**src/rtl/reg_file_wr_arbiter.sv**
```systemverilog
// Write-port owner for the register file: clears every register after reset,
// then shares the single write port between NUM_REQ requesters round-robin.
module reg_file_wr_arbiter #(
  parameter int NUM_REQ    = 4,
  parameter int NUM_REGS   = 8,
  parameter int ADR_WIDTH  = $clog2(NUM_REGS),
  parameter int DATA_WIDTH = 16,
  parameter int ID_WIDTH   = $clog2(NUM_REQ)
) (
  input  logic                          clk,
  input  logic                          rst_i,
  input  logic [NUM_REQ-1:0]            req_valid_i,
  input  logic [NUM_REQ*ADR_WIDTH-1:0]  req_addr_i,
  input  logic [NUM_REQ*DATA_WIDTH-1:0] req_data_i,
  output logic [NUM_REQ-1:0]            req_ready_o,
  output logic                          wen_o,
  output logic [ADR_WIDTH-1:0]          wa_o,
  output logic [DATA_WIDTH-1:0]         write_data_o,
  output logic [ID_WIDTH-1:0]           grant_id_o,
  output logic                          init_done_o
);

  typedef enum logic [0:0] {
    ST_INIT = 1'b0,
    ST_ARB  = 1'b1
  } state_e;

  state_e                  state_r, state_nxt_s;
  logic [ADR_WIDTH-1:0]    cnt_r, cnt_nxt_s;
  logic [ID_WIDTH-1:0]     ptr_r, ptr_nxt_s;
  logic                    wen_r, wen_nxt_s;
  logic [ADR_WIDTH-1:0]    wa_r, wa_nxt_s;
  logic [DATA_WIDTH-1:0]   wd_r, wd_nxt_s;
  logic [ID_WIDTH-1:0]     gid_r, gid_nxt_s;
  logic                    done_r, done_nxt_s;

  logic                    hit_s;
  logic [ID_WIDTH-1:0]     gnt_id_s;
  logic [NUM_REQ-1:0]      ready_s;

  // Round-robin search: first valid requester at or above the priority pointer.
  always_comb begin
    hit_s    = 1'b0;
    gnt_id_s = '0;
    ready_s  = '0;
    if (state_r == ST_ARB) begin
      for (int i = 0; i < NUM_REQ; i++) begin
        if (!hit_s && req_valid_i[(int'(ptr_r) + i) % NUM_REQ]) begin
          hit_s    = 1'b1;
          gnt_id_s = ID_WIDTH'((int'(ptr_r) + i) % NUM_REQ);
        end else begin
          hit_s = hit_s;
        end
      end
    end else begin
      hit_s = 1'b0;
    end
    if (hit_s) begin
      ready_s[gnt_id_s] = 1'b1;
    end else begin
      ready_s = '0;
    end
  end

  // Next-state and next-output logic for the clear sequence and arbitration.
  always_comb begin
    state_nxt_s = state_r;
    cnt_nxt_s   = cnt_r;
    ptr_nxt_s   = ptr_r;
    wen_nxt_s   = 1'b0;
    wa_nxt_s    = wa_r;
    wd_nxt_s    = wd_r;
    gid_nxt_s   = gid_r;
    done_nxt_s  = done_r;
    case (state_r)
      ST_INIT: begin
        wen_nxt_s = 1'b1;
        wa_nxt_s  = cnt_r;
        wd_nxt_s  = '0;
        cnt_nxt_s = cnt_r + ADR_WIDTH'(1);
        if (cnt_r == ADR_WIDTH'(NUM_REGS - 1)) begin
          state_nxt_s = ST_ARB;
          done_nxt_s  = 1'b1;
        end else begin
          state_nxt_s = ST_INIT;
        end
      end
      ST_ARB: begin
        if (hit_s) begin
          wen_nxt_s = 1'b1;
          wa_nxt_s  = req_addr_i[int'(gnt_id_s)*ADR_WIDTH +: ADR_WIDTH];
          wd_nxt_s  = req_data_i[int'(gnt_id_s)*DATA_WIDTH +: DATA_WIDTH];
          gid_nxt_s = gnt_id_s;
          // Wrap explicitly so non-power-of-2 NUM_REQ never points past the last requester.
          if (gnt_id_s == ID_WIDTH'(NUM_REQ - 1)) begin
            ptr_nxt_s = '0;
          end else begin
            ptr_nxt_s = gnt_id_s + ID_WIDTH'(1);
          end
        end else begin
          wen_nxt_s = 1'b0;
        end
      end
      default: begin
        state_nxt_s = ST_INIT;
        cnt_nxt_s   = '0;
      end
    endcase
  end

  // State and output registers; reset discards any pending write.
  always_ff @(posedge clk or posedge rst_i) begin
    if (rst_i) begin
      state_r <= ST_INIT;
      cnt_r   <= '0;
      ptr_r   <= '0;
      wen_r   <= 1'b0;
      wa_r    <= '0;
      wd_r    <= '0;
      gid_r   <= '0;
      done_r  <= 1'b0;
    end else begin
      state_r <= state_nxt_s;
      cnt_r   <= cnt_nxt_s;
      ptr_r   <= ptr_nxt_s;
      wen_r   <= wen_nxt_s;
      wa_r    <= wa_nxt_s;
      wd_r    <= wd_nxt_s;
      gid_r   <= gid_nxt_s;
      done_r  <= done_nxt_s;
    end
  end

  assign req_ready_o  = ready_s;
  assign wen_o        = wen_r;
  assign wa_o         = wa_r;
  assign write_data_o = wd_r;
  assign grant_id_o   = gid_r;
  assign init_done_o  = done_r;

endmodule
```
**config.mk**
```make
export PLATFORM = sky130hd
export DESIGN_NAME = reg_file_wr_arbiter
export DESIGN_NICKNAME = d
export VERILOG_FILES = /design/src/rtl/reg_file_wr_arbiter.sv
export SDC_FILE = /design/constraint.sdc
export NUM_CORES = 1
export LEC_CHECK = 0
export BUFFER_PORTS_ARGS = -buffer_cell sky130_fd_sc_hd__buf_4
export CAP_MARGIN = 0
export CORE_MARGIN = 1
export CORE_UTILIZATION = 35
export CTS_CLUSTER_DIAMETER = 120
export DETAILED_ROUTE_END_ITERATION = 10
export PLACE_DENSITY = 0.7
export SYNTH_ARGS = -nofsm -noshare
export SYNTH_HDL_FRONTEND = slang
export SYNTH_SLANG_ARGS = --single-unit
```
**constraint.sdc**
```tcl
create_clock -name clk -period 1.7 [get_ports clk]
set_input_delay 0.17 -clock clk [delete_from_list [all_inputs] [get_ports clk]]
set_output_delay 0.17 -clock clk [all_outputs]
set_load 0.03 [all_outputs]
```
### Yosys cells after proc, flatten, opt, wreduce, memory -nomap -nowiden

Index checks and enable logic that the tools add are counted.

* add/subtract/negate cells: 5
* multipliers: 1
* $lt $le $gt $ge: 6
* equality and inequality tests: 3
* shifts and indexed selects: 2
* muxes and demuxes: 36
* bitwise logic cells: 4
* reduce and logical (&&, ||, !) cells: 12

Operators with widths (number)
* indexed part select 64 x 7 -> 16 bit: 1
* one-hot mux 16 bit (2 select lines): 1
* two-way mux 1 bit: 19
* two-way mux 16 bit: 1
* less-than comparator 3 x 4 -> 1 bit (second input constant): 3
* two-way mux 2 bit: 6
* indexed part select 12 x 5 -> 3 bit: 1
* binary-select mux 1 bit (select 2 bit): 4
* less-than comparator 2 x 3 -> 1 bit (second input constant): 2
* one-hot mux 3 bit (2 select lines): 1
* OR reduction 2 bit: 3
* adder 2 x 1 -> 2 bit (second input constant): 2
* adder 2 bit (second input constant): 2
* logical AND 1 bit: 4
* multiplier 2 x 2 -> 4 bit (second input constant): 1
* two-way mux 4 bit: 1
* AND reduction 2 bit: 2
* adder 3 x 1 -> 3 bit (second input constant): 1
* AND 1 bit (first input constant): 3
* equality test 3 bit (second input constant): 1
* logical NOT 1 bit: 3
* two-way mux 3 bit: 1
* demux 1 bit (select 2 bit): 1
* equality test 2 bit (second input constant): 1
* other kinds (4): 4

* register bits: 29
* logic and storage cells: 77

### Depth between registers and ports, before layout

* depth after elaboration: 22
* depth in mapped cells: 10

### Worst setup path before layout

OpenSTA, ideal clock, no wires.

* path kind: register -> output
* start: reg ptr_r[1]
* end: out req_ready_o[3]
* data arrival time: 1.649 ns
* slack: -0.119 ns
* stages on the path, launching flop included: 10
* path buffers: 2
* cells stage by stage: dfrtp_1 -> buf_6 -> a21oi_1 -> o21a_1 -> o22a_2 -> nand2_1 -> buf_2 -> inv_1 -> ha_1 -> and2_1

* longest elaborated chain between the ends: 21
* elaborated cells between the ends (all ways): 39

RTL lines
* start: declaration: RTL line 30 `logic [ID_WIDTH-1:0] ptr_r, ptr_nxt_s;`
* start signal: assignment: RTL line 125 `ptr_r <= ptr_nxt_s;`
* branches (longest 14 deep; another with adder 2 x 1 -> 2 bit)
* two-way mux 2 bit (*): RTL line 48 `if (!hit_s && req_valid_i[(int'(ptr_r) + i) % NUM_REQ]) begin`
* two-way mux 2 bit (*): RTL line 46 `if (state_r == ST_ARB) begin`
* via gnt_id_s[1]: RTL line 38 `logic [ID_WIDTH-1:0] gnt_id_s;`
* less-than comparator 2 x 3 -> 1 bit (implied by the code) or greater-or-equal comparator 2 x 1 -> 1 bit (tied branches): RTL line 59 `ready_s[gnt_id_s] = 1'b1;`
* logical AND 1 bit (implied by the code): RTL line 59
* two-way mux 1 bit (implied by the code): RTL line 59
* demux 1 bit (select 2 bit) (*): RTL line 59
* two-way mux 4 bit (*): RTL line 58 `if (hit_s) begin`
* end: declaration: RTL line 15 `output logic [NUM_REQ-1:0] req_ready_o,`

Mark *: on every way through the listed nets, which the timed path passes. The select of a mux whose other input is x is not followed.

### Final worst setup path

* start: reg ptr_r[1]
* end: out req_ready_o[1]

* longest elaborated chain between the ends: 21
* elaborated cells between the ends (all ways): 39

RTL lines (RTL line)
* branches (longest 20 deep; another with adder 2 x 1 -> 2 bit)
* two-way mux 4 bit (*): 58

Mark *: on every way between the ends. The select of a mux whose other input is x is not followed.

==> metrics.md <==
| Metric | Value |
|---|---|
| Final Hold Fails | 0 |
| Most frequent cells in the layout | buf_4 (124), mux2i_1 (37), dfrtp_1 (29) |
| CP most frequent cell | buf_6 |
| Syn Nets | 252 |
| Vias/cell | around 5 |
| CTS buffer count | 5 |
| Top-area cell type share of the netlist area | 40.4% |
| Clk slew on worst S/H paths | 0.07 ns |
| Mapped Area | 1800 um2 |
| Minimum clock period | just under 2 ns |
| Synth area leaders | dfrtp_1 (40%), mux2i_1 (21%), o221ai_1 (8.8%), nand2_1 (5.4%), ha_1 (4.2%) |
| Ports | 109 |
| Num Clock Sinks | 29 |
| RSZ-0062 raised after global routing | yes |
| PwrDens | 1480 nW/um2 |
| Clk_lat worst skew | roughly 0.29 ns |
| Worst-Margin Slew | 0.466 ns |
| Post-synthesis register bit count | 29 |
| Die Width | between 70 and 80 um |
| Post-layout net count | 384 |
| Arrival @ worst endpoint | 1.78 ns |
| Root Driver | clkbuf_8 |
| Commonest non-fill, non-tap cell in the layout | buf_4 |
| Rel. slew slack | between 60% and 70% |
| Share of cells above drive strength 1 | about 56% |
| Routed WL per cell | approximately 15 um |
| DRT antenna net count | 0 |
| Avg Cell Area, Syn | 10.9 um2 |
| Sequential fraction of the synthesis area | 40.4% |
| Core footprint | 4820 um2 |
| Sum Neg Setup Slack | -2.53 ns |
| Yosys warnings | 0 |
| Site Rows | 25 |
| Crit path max-delay family | compound AO/OA/AOI/OAI gates |
| GP Congestion | 0.764 |
| Cells after synthesis | 164 |
| Vias in the first global route | 1779 |
| GR Util All Layers | between 20% and 30% |
| Synth cell types | 33 |
| WP data required | 1.53 ns |
| CP Class | reg -> out |
| Setup violations, final | 24 |
| Hold Slack | between 0.15 and 0.2 ns |
| Synth area leader | dfrtp_1 |
| Hold crit path type | in -> reg |
| Max Fclk | 0.514 GHz |
| Total wire length | 5310 um |
| Max-Cap Viols | 0 |
| Worst-path cell chain | a21oi_2 -> o21a_1 -> o22a_2 -> nand2_4 -> buf_6 -> ha_4 -> and2_4 -> buf_6 |
| # diodes | 0 |
| Status | complete, but fails checks |
| Largest net degree at the start of global routing | 30 |
| Crit path max fanout | 4 |
| Post-DP HPWL | 3910 um |
| Bufs on Longest Clock Path | 2 |
| Final Cycle Share | 114% |
| Initial Util | between 30% and 40% |
| Die Ht | ~74 um |
| Failing checks | negative setup slack |
| Startpoint Class | register |
| Vias | 1801 |
| Slowest cell on the critical path | dfrtp_1 |
| 1st-iter DRT viols | between 60 and 70 |
| Critical path depth | 8 |
| R2R cell count | 9 |
| Max VDD drop | between 700 and 800 uV |
| Worst Path Buf+Inv | 2 |
| Crit-path max cell delay | 0.42 ns |
| Min setup slack post-route | -0.246 ns |
| First-pass GRT wire length | 8150 um |
| Layout area overhead | 72.0% |
| Skew final | 0.00924 ns |
| Leak | approximately 1.5 nW |
| Initial antenna violation count | 0 |
| CTS tree | yes |
| Die area | roughly 5400 um2 |
| H-tree levels | 2 |
| Worst Setup End Kind | output pin |
| Hold Crit Depth | 3 |
| DRC viols | 0 |
| R2R Setup Slk | -0.12 ns |
| Total grt overflow | 0 |
| Slew Viols, Final | 0 |
| PortBufs | 108 |
| DRT Pass-1 Iters | 4 |
==> state kept, by name (all words and copies together) (netlist names) <==
register	flops
grant_id_o	2
wen_o	1
init_done_o	1
state_r	1
ptr_r	2
wa_o	3
cnt_r	3
write_data_o	16
==> worst register-to-register path: stages, from the launching register on <==
cell and delay, ns:
dfrtp_1 0.43, mux2i_1 0.14, o2bb2ai_1 0.14, nor2_2 0.12, nand2_2 0.12, inv_4 0.13
buf_12 0.14, buf_12 0.12, mux2i_1 0.20, o221ai_1 0.13
==> final timing paths <==
check,to,start
setup / recovery,req_ready_o[1],ptr_r[1]$_DFFE_PP0P_
hold / removal,write_data_o[4]$_DFFE_PP0P_,req_data_i[4]
setup reg to reg,write_data_o[6]$_DFFE_PP0P_,ptr_r[1]$_DFFE_PP0P_
hold reg to reg,init_done_o$_DFFE_PP0P_,init_done_o$_DFFE_PP0P_
max in group asynchronous,init_done_o$_DFFE_PP0P_,rst_i
min in group asynchronous,cnt_r[0]$_DFFE_PP0N_,rst_i
==> kinds of logic after synthesis <==
group | synth area share, %
xor+xnor | 0.488
flops | 40.4
simple gates | 9.55
fa+ha+maj | 4.18
buf+inv | 7.81
mux | 22.4
compound gates | 15.1
==> layout make-up <==
cell class              instances  area (um2)
clock inverters                 1        5.00
well taps                      67        83.8
multi-input cells             118        1030
inverters                       6        27.5
clock buffers                   7        96.3
repair buffers                136        1120
flip-flops and latches         29         726
fillers                       443        1730
==> through the flow <==
step	std cells	total power, W	utilization, %	instance area, um2	worst slack, ns
after floorplan	164	0.00268	-	1810	-0.0149
after detailed placement	348	0.00356	57.3	2760	-0.0358
after global placement	348	0.00353	57.3	2760	0.000511
after global routing	364	0.00483	64.1	3090	-0.335
after CTS	363	0.00451	62.7	3020	-0.266
final	364	0.00458	64.1	3090	-0.246
==> metal layers <==
metal	wire, um	GRT usage, %
met3	355	5.76
met1	2200	25.0
met5	0	0
met4	72	7.05
met2	2680	33.5
==> synth_stat cells <==
library cell	number
o221ai_1	18
o31ai_1	1
and2_1	5
nand2_2	1
o21a_1	1
a21o_1	1
dfrtp_1	29
a22oi_1	2
or2_2	1
buf_12	3
nor3b_1	1
inv_4	1
o221a_1	1
a21boi_0	1
inv_1	5
mux2_2	2
o22a_2	1
o22ai_1	2
xnor2_1	1
ha_1	6
mux2i_1	38
nor2_2	1
buf_6	2
a211oi_1	1
buf_4	1
nor2_1	1
o2bb2ai_1	1
a21oi_1	2
nand2b_1	1
a2111oi_0	1
nor4_1	1
buf_2	5
nand2_1	26
==> what timing repair did <==
item                                    in CTS  in global routing
pin swaps                                   19                  7
resized for setup                           18                 13
setup buffers                                4                  2
cloned                                       2                  0
hold buffers                                 1                  0
endpoints found under the setup margin      15                 24
endpoints found under the hold margin       29                  0
==> where the power goes <==
group / internal [W] / total (W) / switching, W / leakage (nW)
combinational: 0.00138 / 0.00284 / 0.00146 / 1.13
clock: 0.000365 / 0.000640 / 0.000274 / 0.0542
sequential: 0.000950 / 0.00111 / 0.000156 / 0.343
No activity file was read; power rests on OpenSTA's default activity.
